===== config.mk =====
export PLATFORM = sky130hd
export DESIGN_NAME = thwomp_drop_ctrl_flat
export DESIGN_NICKNAME = d
export VERILOG_FILES = /design/src/rtl/thwomp_pkg.sv /design/src/rtl/thwomp_drop_ctrl_if.sv /design/src/rtl/thwomp_drop_ctrl_frame_counter.sv /design/src/rtl/thwomp_drop_ctrl.sv /design/src/flat_wrapper.sv
export SDC_FILE = /design/constraint.sdc
export NUM_CORES = 1
export LEC_CHECK = 0
export ABC_AREA = 1
export BUFFER_PORTS_ARGS = -buffer_cell sky130_fd_sc_hd__buf_2
export CORE_ASPECT_RATIO = 0.5
export CORE_MARGIN = 3
export CORE_UTILIZATION = 59
export CTS_CLUSTER_DIAMETER = 120
export DETAILED_ROUTE_END_ITERATION = 10
export PLACE_DENSITY = 0.84
export SLEW_MARGIN = 20
export SYNTH_ARGS = -nofsm -noshare
export SYNTH_HDL_FRONTEND = slang
export SYNTH_SLANG_ARGS = --single-unit

===== constraint.sdc =====
create_clock -name clkFIFOread -period 7.6 [get_ports clkFIFOread]
set_clock_uncertainty 0.05 [all_clocks]
set_input_delay 0.76 -clock clkFIFOread [delete_from_list [all_inputs] [get_ports clkFIFOread]]
set_output_delay 0.76 -clock clkFIFOread [all_outputs]
set_load 0.02 [all_outputs]

===== src/rtl/thwomp_pkg.sv =====
// Shared definitions for the Thwomp drop controller.
//   state_e       : controller state encoding (also exported on o_state for debug)
//   THWOMP_WIDTH  : sprite width in pixels
//   THWOMP_HEIGHT : sprite height in pixels
//   FLOOR_DEFAULT : y of the top of the floor blocks in pixels
package thwomp_pkg;

  typedef enum logic [2:0] {
    StFetch = 3'd0,
    StLoad  = 3'd1,
    StHover = 3'd2,
    StFall  = 3'd3,
    StLand  = 3'd4
  } state_e;

  localparam int unsigned THWOMP_WIDTH  = 24;
  localparam int unsigned THWOMP_HEIGHT = 32;
  localparam int unsigned FLOOR_DEFAULT = 450;

endpackage


===== src/rtl/thwomp_drop_ctrl_if.sv =====
// Read port of the PRNG's Thwomp-coordinate FIFO.
//   fifo_empty : FIFO empty flag (FIFOempty_full[1])
//   prng_x     : bounded random x (prng_xThwomp), valid the cycle after rden
//   rden       : read enable (thwompNewLocation), single-cycle pulse
// master = drop controller (consumer), slave = PRNG FIFO (producer).
interface thwomp_drop_ctrl_if;

  logic       fifo_empty;
  logic [9:0] prng_x;
  logic       rden;

  modport master (
    input  fifo_empty,
    input  prng_x,
    output rden
  );

  modport slave (
    output fifo_empty,
    output prng_x,
    input  rden
  );

endinterface


===== src/rtl/thwomp_drop_ctrl_frame_counter.sv =====
// 8-bit frame counter shared by the hover and land phases.
//   clk_i  : clock
//   rst_i  : asynchronous active-high reset
//   tick_i : count enable (already qualified with frame tick, enable and state)
//   clr_i  : synchronous clear
//   last_i : terminal count (number of frames - 1)
//   done_o : high on the tick that reaches last_i; the counter wraps to 0 on it
module thwomp_drop_ctrl_frame_counter (
  input  logic       clk_i,
  input  logic       rst_i,
  input  logic       tick_i,
  input  logic       clr_i,
  input  logic [7:0] last_i,
  output logic       done_o
);

  logic [7:0] count_q, count_d;

  assign done_o = tick_i && (count_q == last_i);

  always_comb begin
    count_d = count_q;
    if (clr_i || done_o) begin
      count_d = '0;
    end else if (tick_i) begin
      count_d = count_q + 8'd1;
    end
  end

  always_ff @(posedge clk_i or posedge rst_i) begin
    if (rst_i) begin
      count_q <= '0;
    end else begin
      count_q <= count_d;
    end
  end

endmodule


===== src/rtl/thwomp_drop_ctrl.sv =====
// Thwomp motion controller: pops a random x from the PRNG FIFO, hovers at Y_START,
// falls under gravity until it rests on the floor, waits, then repeats.
//   clkFIFOread  : 25 MHz pixel / FIFO-read clock
//   rst          : asynchronous active-high reset
//   i_frame_tick : one-cycle pulse per video frame
//   i_enable     : game running; 0 freezes all motion and suppresses FIFO reads
//   fifo         : FIFO read port (empty flag, random x, read enable)
//   o_x, o_y     : sprite position (o_y is the top edge)
//   o_active     : sprite visible / collidable
//   o_landed     : one-cycle pulse on floor impact
//   o_state      : current state, for debug
module thwomp_drop_ctrl
  import thwomp_pkg::*;
#(
  parameter int unsigned FLOOR         = FLOOR_DEFAULT,
  parameter int unsigned THWOMP_HEIGHT = thwomp_pkg::THWOMP_HEIGHT,
  parameter int unsigned Y_START       = 0,
  parameter int unsigned HOVER_FRAMES  = 60,  // 1..255
  parameter int unsigned LAND_FRAMES   = 30,  // 1..255
  parameter int unsigned GRAVITY       = 1,
  parameter int unsigned MAX_VEL       = 8    // <= 15
) (
  input  logic                       clkFIFOread,
  input  logic                       rst,
  input  logic                       i_frame_tick,
  input  logic                       i_enable,
  thwomp_drop_ctrl_if.master         fifo,
  output logic [9:0]                 o_x,
  output logic [9:0]                 o_y,
  output logic                       o_active,
  output logic                       o_landed,
  output logic [2:0]                 o_state
);

  localparam logic [9:0] YStart    = 10'(Y_START);
  localparam logic [9:0] LandY     = 10'(FLOOR - THWOMP_HEIGHT);
  localparam logic [3:0] Gravity   = 4'(GRAVITY);
  localparam logic [3:0] MaxVel    = 4'(MAX_VEL);
  localparam logic [7:0] HoverLast = 8'(HOVER_FRAMES - 1);
  localparam logic [7:0] LandLast  = 8'(LAND_FRAMES - 1);

  state_e      state_q, state_d;
  logic [9:0]  x_q, x_d, y_q, y_d;
  logic [3:0]  vel_q, vel_d;
  logic        active_q, active_d;
  logic        landed_q, landed_d;
  logic        rden;

  logic        cnt_tick, cnt_clr, cnt_done;
  logic [7:0]  cnt_last;

  logic [4:0]  vel_sum;
  logic [3:0]  vel_n;
  logic [10:0] y_n;

  // Gravity step; y_n is one bit wider so the floor compare cannot wrap.
  always_comb begin
    vel_sum = {1'b0, vel_q} + {1'b0, Gravity};
    vel_n   = (vel_sum > {1'b0, MaxVel}) ? MaxVel : vel_sum[3:0];
    y_n     = {1'b0, y_q} + {7'd0, vel_n};
  end

  assign cnt_tick = i_enable && i_frame_tick && (state_q == StHover || state_q == StLand);
  assign cnt_clr  = i_enable && (state_q == StLoad);
  assign cnt_last = (state_q == StLand) ? LandLast : HoverLast;

  thwomp_drop_ctrl_frame_counter u_frame_counter (
    .clk_i  (clkFIFOread),
    .rst_i  (rst),
    .tick_i (cnt_tick),
    .clr_i  (cnt_clr),
    .last_i (cnt_last),
    .done_o (cnt_done)
  );

  always_comb begin
    state_d  = state_q;
    x_d      = x_q;
    y_d      = y_q;
    vel_d    = vel_q;
    active_d = active_q;
    landed_d = 1'b0;  // self-clearing even while frozen so the pulse stays one cycle
    rden     = 1'b0;
    if (i_enable) begin
      case (state_q)
        StFetch: begin
          // Combinational so the FIFO data lands in the LOAD cycle.
          if (!fifo.fifo_empty) begin
            rden    = 1'b1;
            state_d = StLoad;
          end
        end
        StLoad: begin
          x_d      = fifo.prng_x;
          y_d      = YStart;
          vel_d    = '0;
          active_d = 1'b1;
          state_d  = StHover;
        end
        StHover: begin
          if (cnt_done) state_d = StFall;
        end
        StFall: begin
          if (i_frame_tick) begin
            if (y_n >= {1'b0, LandY}) begin
              y_d      = LandY;
              vel_d    = '0;
              landed_d = 1'b1;
              state_d  = StLand;
            end else begin
              y_d   = y_n[9:0];
              vel_d = vel_n;
            end
          end
        end
        StLand: begin
          if (cnt_done) begin
            active_d = 1'b0;
            state_d  = StFetch;
          end
        end
        default: state_d = StFetch;
      endcase
    end
  end

  always_ff @(posedge clkFIFOread or posedge rst) begin
    if (rst) begin
      state_q  <= StFetch;
      x_q      <= '0;
      y_q      <= YStart;
      vel_q    <= '0;
      active_q <= 1'b0;
      landed_q <= 1'b0;
    end else begin
      state_q  <= state_d;
      x_q      <= x_d;
      y_q      <= y_d;
      vel_q    <= vel_d;
      active_q <= active_d;
      landed_q <= landed_d;
    end
  end

  // Reset also masks the read strobe: the state is FETCH while rst is high.
  assign fifo.rden = rden && !rst;
  assign o_x       = x_q;
  assign o_y       = y_q;
  assign o_active  = active_q;
  assign o_landed  = landed_q;
  assign o_state   = state_q;

endmodule


===== src/flat_wrapper.sv =====
// flat-port wrapper written by rule: the top's interface ports become plain ports
module thwomp_drop_ctrl_flat import thwomp_pkg::*;
#(
  parameter int unsigned FLOOR         = FLOOR_DEFAULT,
  parameter int unsigned THWOMP_HEIGHT = thwomp_pkg::THWOMP_HEIGHT,
  parameter int unsigned Y_START       = 0,
  parameter int unsigned HOVER_FRAMES  = 60,           
  parameter int unsigned LAND_FRAMES   = 30,           
  parameter int unsigned GRAVITY       = 1,
  parameter int unsigned MAX_VEL       = 8            
)
  (clkFIFOread, rst, i_frame_tick, i_enable, o_x, o_y, o_active, o_landed, o_state, fifo_fifo_empty, fifo_prng_x, fifo_rden);
  thwomp_drop_ctrl_if fifo_i ();
  input  logic clkFIFOread;
  input  logic rst;
  input  logic i_frame_tick;
  input  logic i_enable;
  output logic [9:0] o_x;
  output logic [9:0] o_y;
  output logic o_active;
  output logic o_landed;
  output logic [2:0] o_state;
  input wire logic [$bits(fifo_i.fifo_empty)-1:0] fifo_fifo_empty;
  input wire logic [$bits(fifo_i.prng_x)-1:0] fifo_prng_x;
  output wire logic [$bits(fifo_i.rden)-1:0] fifo_rden;
  assign fifo_i.fifo_empty = fifo_fifo_empty;
  assign fifo_i.prng_x = fifo_prng_x;
  assign fifo_rden = fifo_i.rden;
  thwomp_drop_ctrl #(.FLOOR(FLOOR), .THWOMP_HEIGHT(THWOMP_HEIGHT), .Y_START(Y_START), .HOVER_FRAMES(HOVER_FRAMES), .LAND_FRAMES(LAND_FRAMES), .GRAVITY(GRAVITY), .MAX_VEL(MAX_VEL)) u_core (.clkFIFOread(clkFIFOread), .rst(rst), .i_frame_tick(i_frame_tick), .i_enable(i_enable), .fifo(fifo_i), .o_x(o_x), .o_y(o_y), .o_active(o_active), .o_landed(o_landed), .o_state(o_state));
endmodule

### Yosys cells after proc, flatten, opt, wreduce, memory -nomap -nowiden

Cells that the tools add are included.

| word-level totals | value |
|---|---|
| register bits | 37 |
| input port bits | 15 |
| logic and storage cells | 63 |

| operators by class | value |
|---|---|
| add/subtract/negate cells | 3 |
| $lt $le $gt $ge | 2 |
| eq/ne operators | 10 |
| muxes and demuxes | 25 |
| reduce and logical (&&, ||, !) cells | 16 |

Operator list:

| kind | count |
|---|---|
| $mux 10 | 2 |
| $pmux 10 s2 | 1 |
| $mux 8 | 2 |
| $mux 3 | 5 |
| $pmux 3 s5 | 1 |
| $mux 4 | 3 |
| $add 10x4->11 | 1 |
| $ge 11x9->1 const B | 1 |
| $add 8x1->8 const B | 1 |
| $eq 8x8->1 | 1 |
| $mux 1 | 8 |
| $ne 2x2->1 const B | 4 |
| $pmux 4 s2 | 1 |
| $eq 3x2->1 const B | 2 |
| $mux 6 | 1 |
| $reduce_and 3->1 | 2 |
| $reduce_and 6->1 | 1 |
| $reduce_bool 2->1 | 3 |
| $add 4x1->5 const B | 1 |
| $gt 5x4->1 const B | 1 |
| $logic_and 1x1->1 | 5 |
| $eq 3x1->1 const B | 1 |
| $eq 3x3->1 const B | 1 |
| $logic_not 3->1 | 1 |
| other kinds (5) | 6 |

### Longest topological paths before layout

Gate-level depths: netlist (run 1).

| depth | value |
|---|---|
| depth in word-level cells | 9 |
| gate-level depth with buffers | 21 |
| mapped depth without buffers | 21 |

### By module

A second synthesis (run 1) with hierarchy kept.

| second synthesis, totals | value |
|---|---|
| cell total of the unflattened synthesis | 321 |
| area, all modules | 2318.5 sq um |

By module, submodules not included:

| module | times used | cells each | area an instance (sq um) | seq. area each (sq um) |
|---|---|---|---|---|
| thwomp_drop_ctrl | 1 | 225 | 1686.6 | 725.7 |
| thwomp_drop_ctrl_frame_counter | 1 | 96 | 631.9 | 200.2 |

### Worst setup path after synthesis (run 1)

OpenSTA, ideal clock, no wires.

| timing path | value |
|---|---|
| path type | flip-flop to flip-flop |
| start point | register u_core.vel_q[0] |
| end point | register u_core.y_q[5], in the netlist u_core.o_y[5] |
| setup time | 0.123 ns |
| data arrival time | 2.472 ns |
| setup slack | 4.955 ns |
| stages on the path, launching flop included | 18 |
| path buffers | 0 |
| period minus slack after synthesis | 2.645 ns |
| path through | dfrtp_1 > ha_1 > xnor2_1 > nand2_1 > nand2_1 > nand2_1 > nor2_1 > ha_1 > fa_1 > nand3_1 > nand2_1 > nand2_1 > xor2_1 > nand2_1 > nand2_4 > nand2_4 > o21ai_0 > nand2_1 |

| between the ends | value |
|---|---|
| longest elaborated chain between the ends | 8 |

Ends and longest elaborated chain:

| item | RTL line | source |
|---|---|---|
| from (decl) | thwomp_drop_ctrl.sv:44 | `logic [3:0] vel_q, vel_d;` |
| from (signal assigned) | thwomp_drop_ctrl.sv:139 | `vel_q <= vel_d;` |
| $add 4x1->5 (*) | thwomp_drop_ctrl.sv:58 | `vel_sum = {1'b0, vel_q} + {1'b0, Gravity};` |
| $gt 5x4->1 | thwomp_drop_ctrl.sv:59 | `vel_n = (vel_sum > {1'b0, MaxVel}) ? MaxVel : vel_sum[3:0];` |
| $mux 4 (*) | thwomp_drop_ctrl.sv:59 |  |
| $add 10x4->11 (*) | thwomp_drop_ctrl.sv:60 | `y_n = {1'b0, y_q} + {7'd0, vel_n};` |
| $ge 11x9->1 | thwomp_drop_ctrl.sv:105 | `if (y_n >= {1'b0, LandY}) begin` |
| $mux 10 (*) | thwomp_drop_ctrl.sv:105 |  |
| $mux 10 (*) | thwomp_drop_ctrl.sv:104 | `if (i_frame_tick) begin` |
| $pmux 10 s2 (*) | thwomp_drop_ctrl.sv:85 | `case (state_q)` |
| to (signal assigned) | thwomp_drop_ctrl.sv:131 | `y_q <= YStart;` |
| to (signal assigned) | thwomp_drop_ctrl.sv:138 | `y_q <= y_d;` |
| to (decl) | thwomp_drop_ctrl.sv:43 | `logic [9:0] x_q, x_d, y_q, y_d;` |

Every way passes the cells marked *; elsewhere a longest branch is shown, timed or not. The select of a mux whose other input is x is not followed.
A chain may end at the register's enable or synchronous reset.

### Worst setup path after layout (run 1)

| timing path | value |
|---|---|
| start point | register u_core.vel_q[0] |
| end point | register u_core.vel_q[0] |

| between the ends | value |
|---|---|
| longest elaborated chain between the ends | 8 |

Ends and longest elaborated chain:

| item | RTL line |
|---|---|
| $add 4x1->5 (*) | thwomp_drop_ctrl.sv:58 |
| $gt 5x4->1 | thwomp_drop_ctrl.sv:59 |
| $mux 4 (*) | thwomp_drop_ctrl.sv:59 |
| $add 10x4->11 | thwomp_drop_ctrl.sv:60 |
| $ge 11x9->1 | thwomp_drop_ctrl.sv:105 |
| $mux 4 (*) | thwomp_drop_ctrl.sv:105 |
| $mux 4 (*) | thwomp_drop_ctrl.sv:104 |
| $pmux 4 s2 (*) | thwomp_drop_ctrl.sv:85 |

Marked as above.

==> out/results.tsv, run 1 <==
stage	metric	value	unit
run_status	status	completed	
power_and_ir_drop	Reg power frac	37.8	%
yosys	most used flip-flop cell after synthesis	dfrtp_1	
layout	Design Area, Final	2480	um^2
routing	Vias/cell	5.15	
floorplan	io pins	41	
critical_path	Crit path required time	7770	ps
floorplan	Rows	14	
floorplan	die width	90.4	um
critical_path	Worst setup SP type	register	
clock_tree	Resize count post-CTS	0	
placed_design	Port Buf Inserts	40	
placed_design	RePlAce Congestion	0.893	
yosys	synth top area cells	dfrtp_1 (44%), nand2_1 (18%), inv_1 (5.2%)	
critical_path	Worst Reg-to-Reg Cells	18	
critical_path	Critical Path AT	3150	ps
layout	fill count	232	
clock_tree	Post-CTS Setup Inserts	0	
yosys	Post-Syn Area	2100	um^2
clock_tree	number of CTS-inserted buffers	5	
timing	Max Slew Vio Count	0	
yosys	Yosys warnings	0	
yosys	unique cell type count in the Yosys netlist	33	
min_path	worst min-delay path endpoint	u_core.o_x[9]	
routing	Vias	1899	
clock_tree	CTS root buffer	clkbuf_8	
layout	Core Util, Final	77.3	%
clock_tree	clock latency on the worst-skew pair	290	ps
power_and_ir_drop	leakage	1.42	nW
min_path	Hold Path Stages	2	
critical_path	Reg-to-Reg Start	u_core.vel_q[0]	
floorplan	Initial Utilization	65.6	%
global_route	largest net degree at the start of global routing	38	
yosys	Seq/Total Area, Yosys	44.0	%
yosys	syn avg cell area	7.64	um^2
yosys	Post-synth EDFFs	0	
timing	min cycle time layout	2980	ps
global_route	grt ovf	0	
timing	Slew @ Worst Pin	870	ps
routing	Residual DRC	0	
floorplan	Die ar.	4360	um^2
power_and_ir_drop	Clk pwr share	24.0	%
yosys	Post-synth ARST share	100	%
layout	layout cells sized above 1	21.8	%
timing	fin crit share	39.2	%
global_route	first-pass GRT wire length	7.54	mm
layout	Multi-input gate area	1050	um^2
clock_tree	CTS clk-pin slew, worst paths	70	ps
layout	Storage cell area	926	um^2
placed_design	detailed placement HPWL	3.42	mm
run	Max-Cap Viols	0	
timing	Final setup viols	0	
yosys	#FFs+latches synth	37	
timing	RSZ-0062 raised after global routing	no	
yosys	Post-Syn Nets	298	
clock_tree	H-tree depth	2	
clock_tree	CTS sink cnt	37	
global_route	antenna violations before repair	0	
clock_tree	CTS tree	done	
critical_path	Crit Path Class	reg -> reg	
power_and_ir_drop	Comb power frac	38.2	%
layout	P&R area growth vs syn	17.9	%
timing	setup TNS	0	ps
min_path	HP Start	u_core.o_x[9]	
power_and_ir_drop	Internal	0.000440	W
power_and_ir_drop	switching share of total power	40.2	%
layout	Antenna Cells	0	
routing	first drt pass iteration count	4	
min_path	worst hold-check path type	reg -> reg	
critical_path	R2R Path End	u_core.vel_q[0]	
yosys	Synth top area share	44.0	%
global_route	vias in the first global route	1682	
layout	Final #Nets	343	
routing	drt initial violations	58	
timing	Slew HR	41.8	%
yosys	Post-Syn Instances	275	
floorplan	Core Box Area	3210	um^2
power_and_ir_drop	Max VDD drop	0.168	mV
clock_tree	Longest Clk Path Bufs	2	
timing	final-report hold violation count	0	
routing	Post-Route WL	4.67	mm
critical_path	crit path max fanout	6	
routing	Routed WL per cell	12.6	um
critical_path	endpoint type of the worst setup path	register	
floorplan	die height	48.2	um
clock_tree	hold_buf cts	0	
global_route	gr usage total	22.2	%
routing	antenna-violating nets left	0	
placed_design	placed cell areas	2360	um^2
critical_path	R2R Setup Slk	4620	ps
power_and_ir_drop	pwr dens	297	nW/um^2
yosys	Synth area leader	dfrtp_1	
timing	fmax	0.335	GHz
power_and_ir_drop	Net Switching	0.000296	W
## kinds of logic after synthesis
logic type | after synthesis | synth area share, %
AOI/OAI and AO/OA | 26 | 6.96
xor gates and xnor gates | 5 | 2.08
adders and majority gates | 8 | 5.12
buffers and inverters | 34 | 6.13
DFF | 37 | 44.0
and+or+nand+nor | 165 | 35.7
## cell usage in the layout (no fill, tap or decap), types with 2 or more instances in the layout
cell	count
nand4_1	2
a21oi_1	7
o21ai_0	8
xor2_1	4
clkbuf_8	6
nor2_2	2
nand3_1	16
nand3b_1	3
nor3_1	4
a21oi_2	2
nand2_4	2
nor3_2	2
nor2_1	17
buf_2	40
inv_1	29
nor2_4	2
dfrtp_1	37
o21ai_1	5
nand2_1	102
nor4_1	2
nand3_2	2
ha_1	7
nand2_2	8
## power groups by stage
stage	sequential [W]	combinational [W]	clock (W)
after floorplan	0.000321	0.000156	0
after global placement	0.000277	0.000267	0
after detailed placement	0.000280	0.000278	0
after CTS	0.000277	0.000283	0.000179
after global routing	0.000284	0.000314	0.000188
final	0.000279	0.000281	0.000177
## layout make-up
cell class | instances | area share [%]
inverters | 31 | 4.70
clock buffers | 6 | 3.33
multi-input cells | 204 | 42.3
well taps | 48 | 2.42
clock inverters | 2 | 1.52
flip-flops and latches | 37 | 37.4
repair buffers | 41 | 8.38
## flip-flops by register name, indices dropped and copies added, names as in the netlist
name                            flops
u_core.o_active                     1
u_core.o_landed                     1
u_core.o_state                      3
u_core.o_x                         10
u_core.o_y                         10
u_core.u_frame_counter.count_q      8
u_core.vel_q                        4
## cell usage after synthesis (2+ instances only)
| library cell | n |
|---|---|
| inv_1 | 29 |
| nand2_2 | 8 |
| nor2_1 | 17 |
| o21ai_1 | 5 |
| nand3b_1 | 3 |
| nand2_1 | 102 |
| nand4_1 | 2 |
| xor2_1 | 4 |
| nor2_4 | 2 |
| o21ai_0 | 8 |
| nor2_2 | 2 |
| nor3_1 | 4 |
| nor3_2 | 2 |
| nand2_4 | 2 |
| nor4_1 | 2 |
| dfrtp_1 | 37 |
| nand3_2 | 2 |
| a21oi_1 | 7 |
| ha_1 | 7 |
| nand3_1 | 16 |
| a21oi_2 | 2 |
## metrics by stage
stage	setup slack (ps)	hold slack (ps)	power, W	instances
detailed placement	4660	404	0.000558	361
finish	4620	421	0.000736	369
global route	4400	438	0.000787	369
floorplan	4950	440	0.000477	275
CTS	4630	423	0.000739	369
global placement	4840	398	0.000545	361
## per-layer routing
metal  vias to the layer above  wire length (um)  GRT usage (%)
met4                         0                66           5.47
li1                        961                 -              -
met5                         -                 0              0
met1                       888              2050           26.2
met2                        42              2330           42.9
met3                         8               218           6.01
## critical path: stages (launching register included)
cell and delay, ps:
dfrtp_1 440, ha_1 250, xnor2_1 150, nand2_1 60, nand2_1 50, nand2_1 70
nor2_1 60, ha_1 230, fa_1 420, nand3_1 120, nand2_1 90, nand2_1 120
xor2_1 200, nand2_1 120, nand2_4 100, nand2_4 70, nor2_4 160, nand2_1 70
nand2_1 80
## worst max path at each step
stage	start	end	cells past startpoint
3_5_place_dp	u_core.vel_q[0]	u_core.o_y[5]	17
5_1_grt	u_core.vel_q[0]	u_core.o_y[5]	17
2_1_floorplan	u_core.vel_q[0]	u_core.o_y[5]	17
4_1_cts	u_core.vel_q[0]	u_core.vel_q[0]	18
3_3_place_gp	u_core.vel_q[0]	u_core.o_y[5]	17
6_report	u_core.vel_q[0]	u_core.vel_q[0]	18
Note: power is estimated with default switching activity, not from simulation.
==> run 2: changes to the inputs <==
--- a/config.mk
+++ b/config.mk
@@ -9,10 +9,10 @@
 export BUFFER_PORTS_ARGS = -buffer_cell sky130_fd_sc_hd__buf_2
 export CORE_ASPECT_RATIO = 0.5
 export CORE_MARGIN = 3
-export CORE_UTILIZATION = 59
+export CORE_UTILIZATION = 49
 export CTS_CLUSTER_DIAMETER = 120
 export DETAILED_ROUTE_END_ITERATION = 10
-export PLACE_DENSITY = 0.84
+export PLACE_DENSITY = 0.75
 export SLEW_MARGIN = 20
 export SYNTH_ARGS = -nofsm -noshare
 export SYNTH_HDL_FRONTEND = slang
==> constraint.sdc (replaced) <==
create_clock -name clkFIFOread -period 2.6 [get_ports clkFIFOread]
set_clock_uncertainty 0.05 [all_clocks]
set_input_delay 0.26 -clock clkFIFOread [delete_from_list [all_inputs] [get_ports clkFIFOread]]
set_output_delay 0.26 -clock clkFIFOread [all_outputs]
set_load 0.02 [all_outputs]
==> out/results.tsv, run 2 (synthesis gave the netlist of run 1 again) <==
stage	metric	value	unit	change
run_status	status	finished, violations left		
run_status	failing checks	negative setup slack		
placed_design	Port Buf Inserts	40		unchanged
placed_design	Post-Place Cells	379		+5.0%
timing	Max Slew Vio Count	0		unchanged
critical_path	Worst path max stage delay	450	ps	about the same
power_and_ir_drop	Max VDD drop	0.337	mV	+100%
routing	first drt pass iteration count	4		unchanged
timing	worst setup margin	-93.7	ps	-4710 ps
critical_path	Worst setup SP type	register		
floorplan	Initial Utilization	52.5	%	-13 points
power_and_ir_drop	Tot Pwr	0.00240	W	+230%
critical_path	Crit Path Class	reg -> reg		
clock_tree	Longest Clk Path Bufs	2		unchanged
clock_tree	number of CTS-inserted buffers	5		unchanged
global_route	largest net degree at the start of global routing	24		-37%
layout	Antenna Cells	0		unchanged
routing	Vias	1984		+4.5%
floorplan	Core Box Area	4000	um^2	+25%
routing	Post-Route WL	5.06	mm	+8.4%
routing	Routed WL per cell	13.0	um	+3.1%
clock_tree	CTS sink cnt	37		unchanged
floorplan	Rows	16		+2
layout	Non-Filler Instances	388		+5.1%
timing	RSZ-0062 raised after global routing	yes		
routing	Residual DRC	0		unchanged
layout	commonest non-fill, non-tap cell in the layout	nand2_1		
floorplan	die width	98.6	um	+9.1%
power_and_ir_drop	Internal	0.00147	W	+230%
global_route	gr usage total	19.4	%	-2.8 points
critical_path	Top Family by Delay on Critical Path	simple AND/OR/NAND/NOR gates		
floorplan	Die ar.	5160	um^2	+18%
timing	Slew HR	42.8	%	+1.1 points
timing	fin crit share	104	%	+64 points
critical_path	CP max-delay cell	dfrtp_2		
power_and_ir_drop	Net Switching	0.000930	W	+210%
critical_path	endpoint type of the worst setup path	register		
critical_path	sequence of cells on the critical path	ha_4, xnor2_2, nand2_1, nand2_1, nand2_2, nor2_4, ha_4, fa_2, xor2_1, nor2_1, nand3_1, nand2_1, nand2_2, nand2_4, nand2_4, nor2_4, nand2_1, nand2_1		
placed_design	detailed placement HPWL	3.65	mm	+6.7%
layout	P&R area growth vs syn	30.7	%	
timing	Final setup viols	14		+14
layout	layout cells sized above 1	32.6	%	+11 points
power_and_ir_drop	leakage	1.52	nW	+6.9%
power_and_ir_drop	Comb power frac	41.3	%	+3.1 points
layout	most frequent cells in the layout	nand2_1 (97), buf_2 (40), dfrtp_1 (34)		
power_and_ir_drop	pwr dens	874	nW/um^2	+190%
global_route	vias in the first global route	1890		+12%
min_path	worst hold-check path type	in -> async		
placed_design	placed cell areas	2460	um^2	+4.2%
critical_path	Crit path required time	2770	ps	-5000 ps
routing	drt initial violations	66		+14%
global_route	antenna violations before repair	0		unchanged
clock_tree	CTS root buffer	clkbuf_8		
floorplan	die height	52.3	um	+8.5%
critical_path	Crit path top cell by count	nand2_1		
timing	setup TNS	-694	ps	-694 ps
floorplan	io pins	41		unchanged
clock_tree	H-tree depth	2		unchanged
routing	antenna-violating nets left	0		unchanged
placed_design	RePlAce Congestion	0.934		+4.5%
timing	Slew @ Worst Pin	857	ps	-13.6 ps
clock_tree	CTS clk-pin slew, worst paths	70	ps	about the same
timing	fmax	0.371	GHz	+11%
layout	Final #Nets	356		+3.8%
power_and_ir_drop	Reg power frac	34.2	%	-3.6 points
global_route	grt ovf	0		unchanged
critical_path	Critical Path AT	2870	ps	-280 ps
critical_path	Worst Path Buf+Inv	0		unchanged
critical_path	crit path max fanout	6		unchanged
run	Max-Cap Viols	0		unchanged
clock_tree	hold_buf cts	0		unchanged
routing	Vias/cell	5.11		-0.64%
clock_tree	clock latency on the worst-skew pair	290	ps	about the same
power_and_ir_drop	Clk pwr share	24.4	%	+0.4 points
placed_design	pre-CTS setup slack	-200	ps	-4860 ps
clock_tree	CTS tree	done		
timing	final-report hold violation count	0		unchanged
layout	Design Area, Final	2750	um^2	+11%
global_route	first-pass GRT wire length	8.04	mm	+6.6%
timing	min cycle time layout	2690	ps	-288 ps
power_and_ir_drop	switching share of total power	38.7	%	-1.5 points
[run 2: path summary, 6_finish.rpt]
path	from	depth (start not counted)	slack (ps)	to
worst max-delay path	u_core.vel_q[0]	18	-90	u_core.vel_q[0]
worst min-delay path	rst	2	110	u_core.o_state[0]
worst max register to register	u_core.vel_q[0]	18	-90	u_core.vel_q[0]
worst min register to register	u_core.o_x[2]	2	420	u_core.o_x[2]
max in group asynchronous	rst	3	1740	u_core.vel_q[2]
min in group clkFIFOread	fifo_prng_x[2]	3	120	u_core.o_x[2]
[run 2: routing by layer]
| metal | up-vias | wire length, um | GRT usage [%] |
|---|---|---|---|
| met5 | - | 0 | 0 |
| met4 | 0 | 95 | 8.16 |
| met3 | 10 | 185 | 4.12 |
| met2 | 42 | 2470 | 33.3 |
| met1 | 946 | 2300 | 24.3 |
| li1 | 986 | - | - |
[run 2: final cells by class]
cell class                 count  area, um^2
fill                         332        1260
multi-input combinational    204        1190
sequential                    37         930
timing repair buffer          54         313
inverter                      31         116
clock buffer                   5        68.8
tap                           54        67.6
clock inverter                 3        65.1
[run 2: per-stage QoR]
stage	hold slack [ps]	util, %
global placement	399	61.4
global route	112	68.6
floorplan	313	-
CTS	114	65.4
detailed placement	405	61.4
finish	106	68.6
[run 2: power groups by stage]
stage	Sequential, W	Clock (W)	Combinational [W]
finish	0.000823	0.000587	0.000993
global route	0.000843	0.000621	0.00110
CTS	0.000807	0.000596	0.000915
detailed placement	0.000816	0	0.000901
global placement	0.000809	0	0.000878
floorplan	0.000938	0	0.000459
[run 2: timing repair]
action | in CTS | in global routing
setup endpoints to repair | 17 | 17
buffers inserted | 0 | 1
cloned | 0 | 0
pin swaps | 7 | 13
gates resized for setup | 9 | 30
==> run 3: changes to the inputs <==
--- a/config.mk
+++ b/config.mk
@@ -9,11 +9,11 @@
 export BUFFER_PORTS_ARGS = -buffer_cell sky130_fd_sc_hd__buf_2
 export CORE_ASPECT_RATIO = 0.5
 export CORE_MARGIN = 3
-export CORE_UTILIZATION = 49
+export CORE_UTILIZATION = 39
 export CTS_CLUSTER_DIAMETER = 120
 export DETAILED_ROUTE_END_ITERATION = 10
-export PLACE_DENSITY = 0.75
 export SLEW_MARGIN = 20
 export SYNTH_ARGS = -nofsm -noshare
 export SYNTH_HDL_FRONTEND = slang
+export SYNTH_HIERARCHICAL = 1
 export SYNTH_SLANG_ARGS = --single-unit
==> out/results.tsv, run 3 <==
stage	metric	value	unit	change
layout	Final #Nets	417		+17%
clock_tree	CTS sink cnt	37		unchanged
power_and_ir_drop	Max VDD drop	0.359	mV	+6.4%
critical_path	Worst setup SP type	register		
routing	Vias	2187		+10%
routing	Residual DRC	0		unchanged
timing	Final setup viols	6		-8
yosys	Seq/Total Area, Yosys	39.9	%	-4.1 points
power_and_ir_drop	Internal	0.00155	W	+5.6%
critical_path	R2R Setup Slk	-40	ps	+60 ps
floorplan	die height	60.5	um	+16%
placed_design	Port Buf Inserts	40		unchanged
global_route	largest net degree at the start of global routing	30		+25%
clock_tree	number of CTS-inserted buffers	5		unchanged
timing	Slew HR	44.3	%	+1.4 points
critical_path	Crit path required time	2770	ps	about the same
routing	Vias/cell	4.67		-8.6%
power_and_ir_drop	Comb power frac	38.6	%	-2.7 points
layout	commonest non-fill, non-tap cell in the layout	nand2_1		
yosys	Post-synth EDFFs	0		unchanged
power_and_ir_drop	Clk pwr share	28.9	%	+4.5 points
placed_design	detailed placement HPWL	4.02	mm	+10%
floorplan	Rows	19		+3
yosys	unique cell type count in the Yosys netlist	32		-3.0%
critical_path	Reg-to-Reg Start	u_core/vel_q[1]		
power_and_ir_drop	Tot Pwr	0.00248	W	+3.4%
floorplan	io pins	41		unchanged
routing	Post-Route WL	5.67	mm	+12%
yosys	top-count cell post-synth	nand2_1		
clock_tree	H-tree depth	2		unchanged
routing	antenna-violating nets left	0		unchanged
timing	hold_ws	132	ps	+25.6 ps
min_path	worst min-delay path endpoint	u_core/o_x[3]		
min_path	worst hold-check path type	in -> reg		
min_path	HP Start	fifo_prng_x[3]		
yosys	Synth area leader	dfrtp_1		
clock_tree	clock latency on the worst-skew pair	280	ps	about the same
timing	worst setup margin	-35.2	ps	+58.5 ps
routing	drt initial violations	54		-18%
yosys	syn avg cell area	7.22	um^2	-5.5%
power_and_ir_drop	Reg power frac	32.5	%	-1.7 points
power_and_ir_drop	leakage	1.75	nW	+15%
yosys	Synth top area share	39.9	%	-4.1 points
floorplan	Initial Utilization	41.3	%	-11 points
global_route	grt ovf	0		unchanged
layout	layout cells sized above 1	29.9	%	-2.8 points
yosys	Post-Syn Instances	321		+17%
timing	fmax	0.379	GHz	+2.2%
timing	fin crit share	101	%	-2.2 points
critical_path	R2R Path End	u_core/vel_q[3]		
power_and_ir_drop	Net Switching	0.000930	W	about the same
timing	Slew @ Worst Pin	833	ps	-23.7 ps
placed_design	RePlAce Congestion	0.780		-16%
global_route	gr usage total	16.1	%	-3.3 points
clock_tree	CTS clk-pin slew, worst paths	60	ps	about the same
layout	most frequent cells in the layout	nand2_1 (112), inv_1 (43), buf_2 (40)		
layout	Core Util, Final	56.1	%	-13 points
yosys	most instantiated cells after synthesis	nand2_1 (120), inv_1 (44), dfrtp_1 (37)		
critical_path	Crit Path Class	reg -> reg		
timing	min cycle time layout	2640	ps	-58.5 ps
critical_path	Critical Path AT	2800	ps	-70 ps
layout	P&R area growth vs syn	35.8	%	
timing	final-report hold violation count	0		unchanged
power_and_ir_drop	pwr dens	789	nW/um^2	-9.7%
global_route	vias in the first global route	2006		+6.1%
min_path	Hold Path Stages	3		
routing	first drt pass iteration count	4		unchanged
yosys	Post-Syn Area	2320	um^2	+10%
yosys	synth top area cells	dfrtp_1 (40%), nand2_1 (19%), inv_1 (7.1%)		
yosys	#FFs+latches synth	37		unchanged
power_and_ir_drop	switching share of total power	37.4	%	-1.3 points
yosys	Yosys warnings	6		+6
global_route	first-pass GRT wire length	8.88	mm	+10%
critical_path	crit path max fanout	6		unchanged
global_route	antenna violations before repair	0		unchanged
yosys	Post-synth ARST share	100	%	unchanged
yosys	most used flip-flop cell after synthesis	dfrtp_1		
critical_path	Worst Reg-to-Reg Cells	19		+1
timing	RSZ-0062 raised after global routing	yes		
critical_path	endpoint type of the worst setup path	register		
clock_tree	CTS root buffer	clkbuf_16		
clock_tree	CTS tree	done		
layout	Antenna Cells	0		unchanged
floorplan	die width	115	um	+17%
run_status	failing checks	negative setup slack		
run_status	status	finished, violations left		
clock_tree	Longest Clk Path Bufs	2		unchanged
run	Max-Cap Viols	0		unchanged
floorplan	Core Box Area	5610	um^2	+40%
routing	Routed WL per cell	12.1	um	-7.1%
floorplan	Die ar.	6960	um^2	+35%
timing	Max Slew Vio Count	0		unchanged
run 3: cell count changes in the layout (fill, tap and decap cells not counted), sizes merged, moves of 2 or more:
cell	previous run	this run
a21oi	9	5
buf	54	60
clkbuf	5	7
conb	0	10
inv	30	46
nand2	112	131
nand4	2	5
nor2	21	28
xnor2	1	4
xor2	4	8
run 3: final cells by class:
class / instances / area, um^2
Clock inverter: 1 / 30.0
Clock buffer: 7 / 143
Sequential cell: 37 / 926
Tap cell: 73 / 91.3
Timing Repair Buffer: 61 / 364
Inverter: 47 / 176
Multi-Input combinational cell: 242 / 1420
Fill cell: 509 / 2460
run 3: worst max-delay path by stage:
stage | from | endpoint | slack [ps] | cells past startpoint
6_report | u_core/vel_q[1] | u_core/vel_q[3] | -40 | 19
2_1_floorplan | u_core/o_state[2] | u_core/o_state[1] | 40 | 14
3_5_place_dp | u_core/vel_q[0] | u_core/o_state[0] | -70 | 17
5_1_grt | u_core/vel_q[1] | u_core/vel_q[1] | -200 | 19
4_1_cts | u_core/vel_q[0] | u_core/o_y[0] | 4 | 18
3_3_place_gp | u_core/vel_q[0] | u_core/o_state[2] | -20 | 17
run 3: power by group through the flow:
stage	Clock, W	Combinational [W]	Sequential [W]
after floorplan	0	0.000439	0.000936
after global placement	0	0.000820	0.000806
after detailed placement	0	0.000837	0.000812
after CTS	0.000734	0.000890	0.000804
after global routing	0.000763	0.00108	0.000825
final	0.000717	0.000960	0.000807
run 3: what timing repair did:
action | 4_1_cts | 5_1_grt
hold buffers | 1 | 0
gates cloned | 0 | 0
setup endpoints to repair | 15 | 17
resized for setup | 5 | 33
buffers inserted | 2 | 8
pin swaps | 4 | 20
hold endpoints to repair | 8 | 0
run 3: routing by layer:
| metal | GRT usage [%] | routed length [um] | vias up |
|---|---|---|---|
| met3 | 3.59 | 159 | 6 |
| met4 | 5.35 | 59 | 0 |
| met1 | 19.8 | 2520 | 1019 |
| met2 | 28.8 | 2920 | 31 |
| li1 | - | - | 1131 |
| met5 | 0 | 0 | - |
run 3: kinds of logic (layout without fill, tap and decap cells):
family / Yosys count / in the layout / synth area share (%)
AO/OA/AOI/OAI: 20 / 20 / 5.02
XOR/XNOR: 12 / 12 / 4.86
adder cells (fa/ha/maj): 8 / 8 / 4.64
buffers and inverters: 50 / 116 / 8.53
flip-flops: 37 / 37 / 39.9
other: 2 / 10 / 0.324
AND/OR/NAND/NOR: 192 / 192 / 36.7
run 3: worst max-delay path, stage by stage, from the launching register on:
cell      delay, ps
dfrtp_1         430
ha_2            220
xor2_1          160
inv_1            80
buf_4           140
nor2_4          130
ha_4            230
nand2_1          80
nand2_2          70
inv_1            80
nand3b_1         70
nand2_1         110
nand3_1          80
nand2_1          80
nand2_2          60
nand2_4         110
nand2_4          80
nor2_4          150
nand2_1          80
nand2_1          50
run 3: metrics by stage:
| stage | instances | TNS [ps] | setup slack, ps | cell area, um^2 |
|---|---|---|---|---|
| floorplan | 329 | 0 | 40.8 | 2360 |
| global placement | 449 | -44.3 | -18.6 | 2710 |
| detailed placement | 449 | -631 | -73.7 | 2710 |
| CTS | 460 | 0 | 4.42 | 2930 |
| global route | 468 | -2350 | -199 | 3150 |
| finish | 468 | -186 | -35.2 | 3150 |
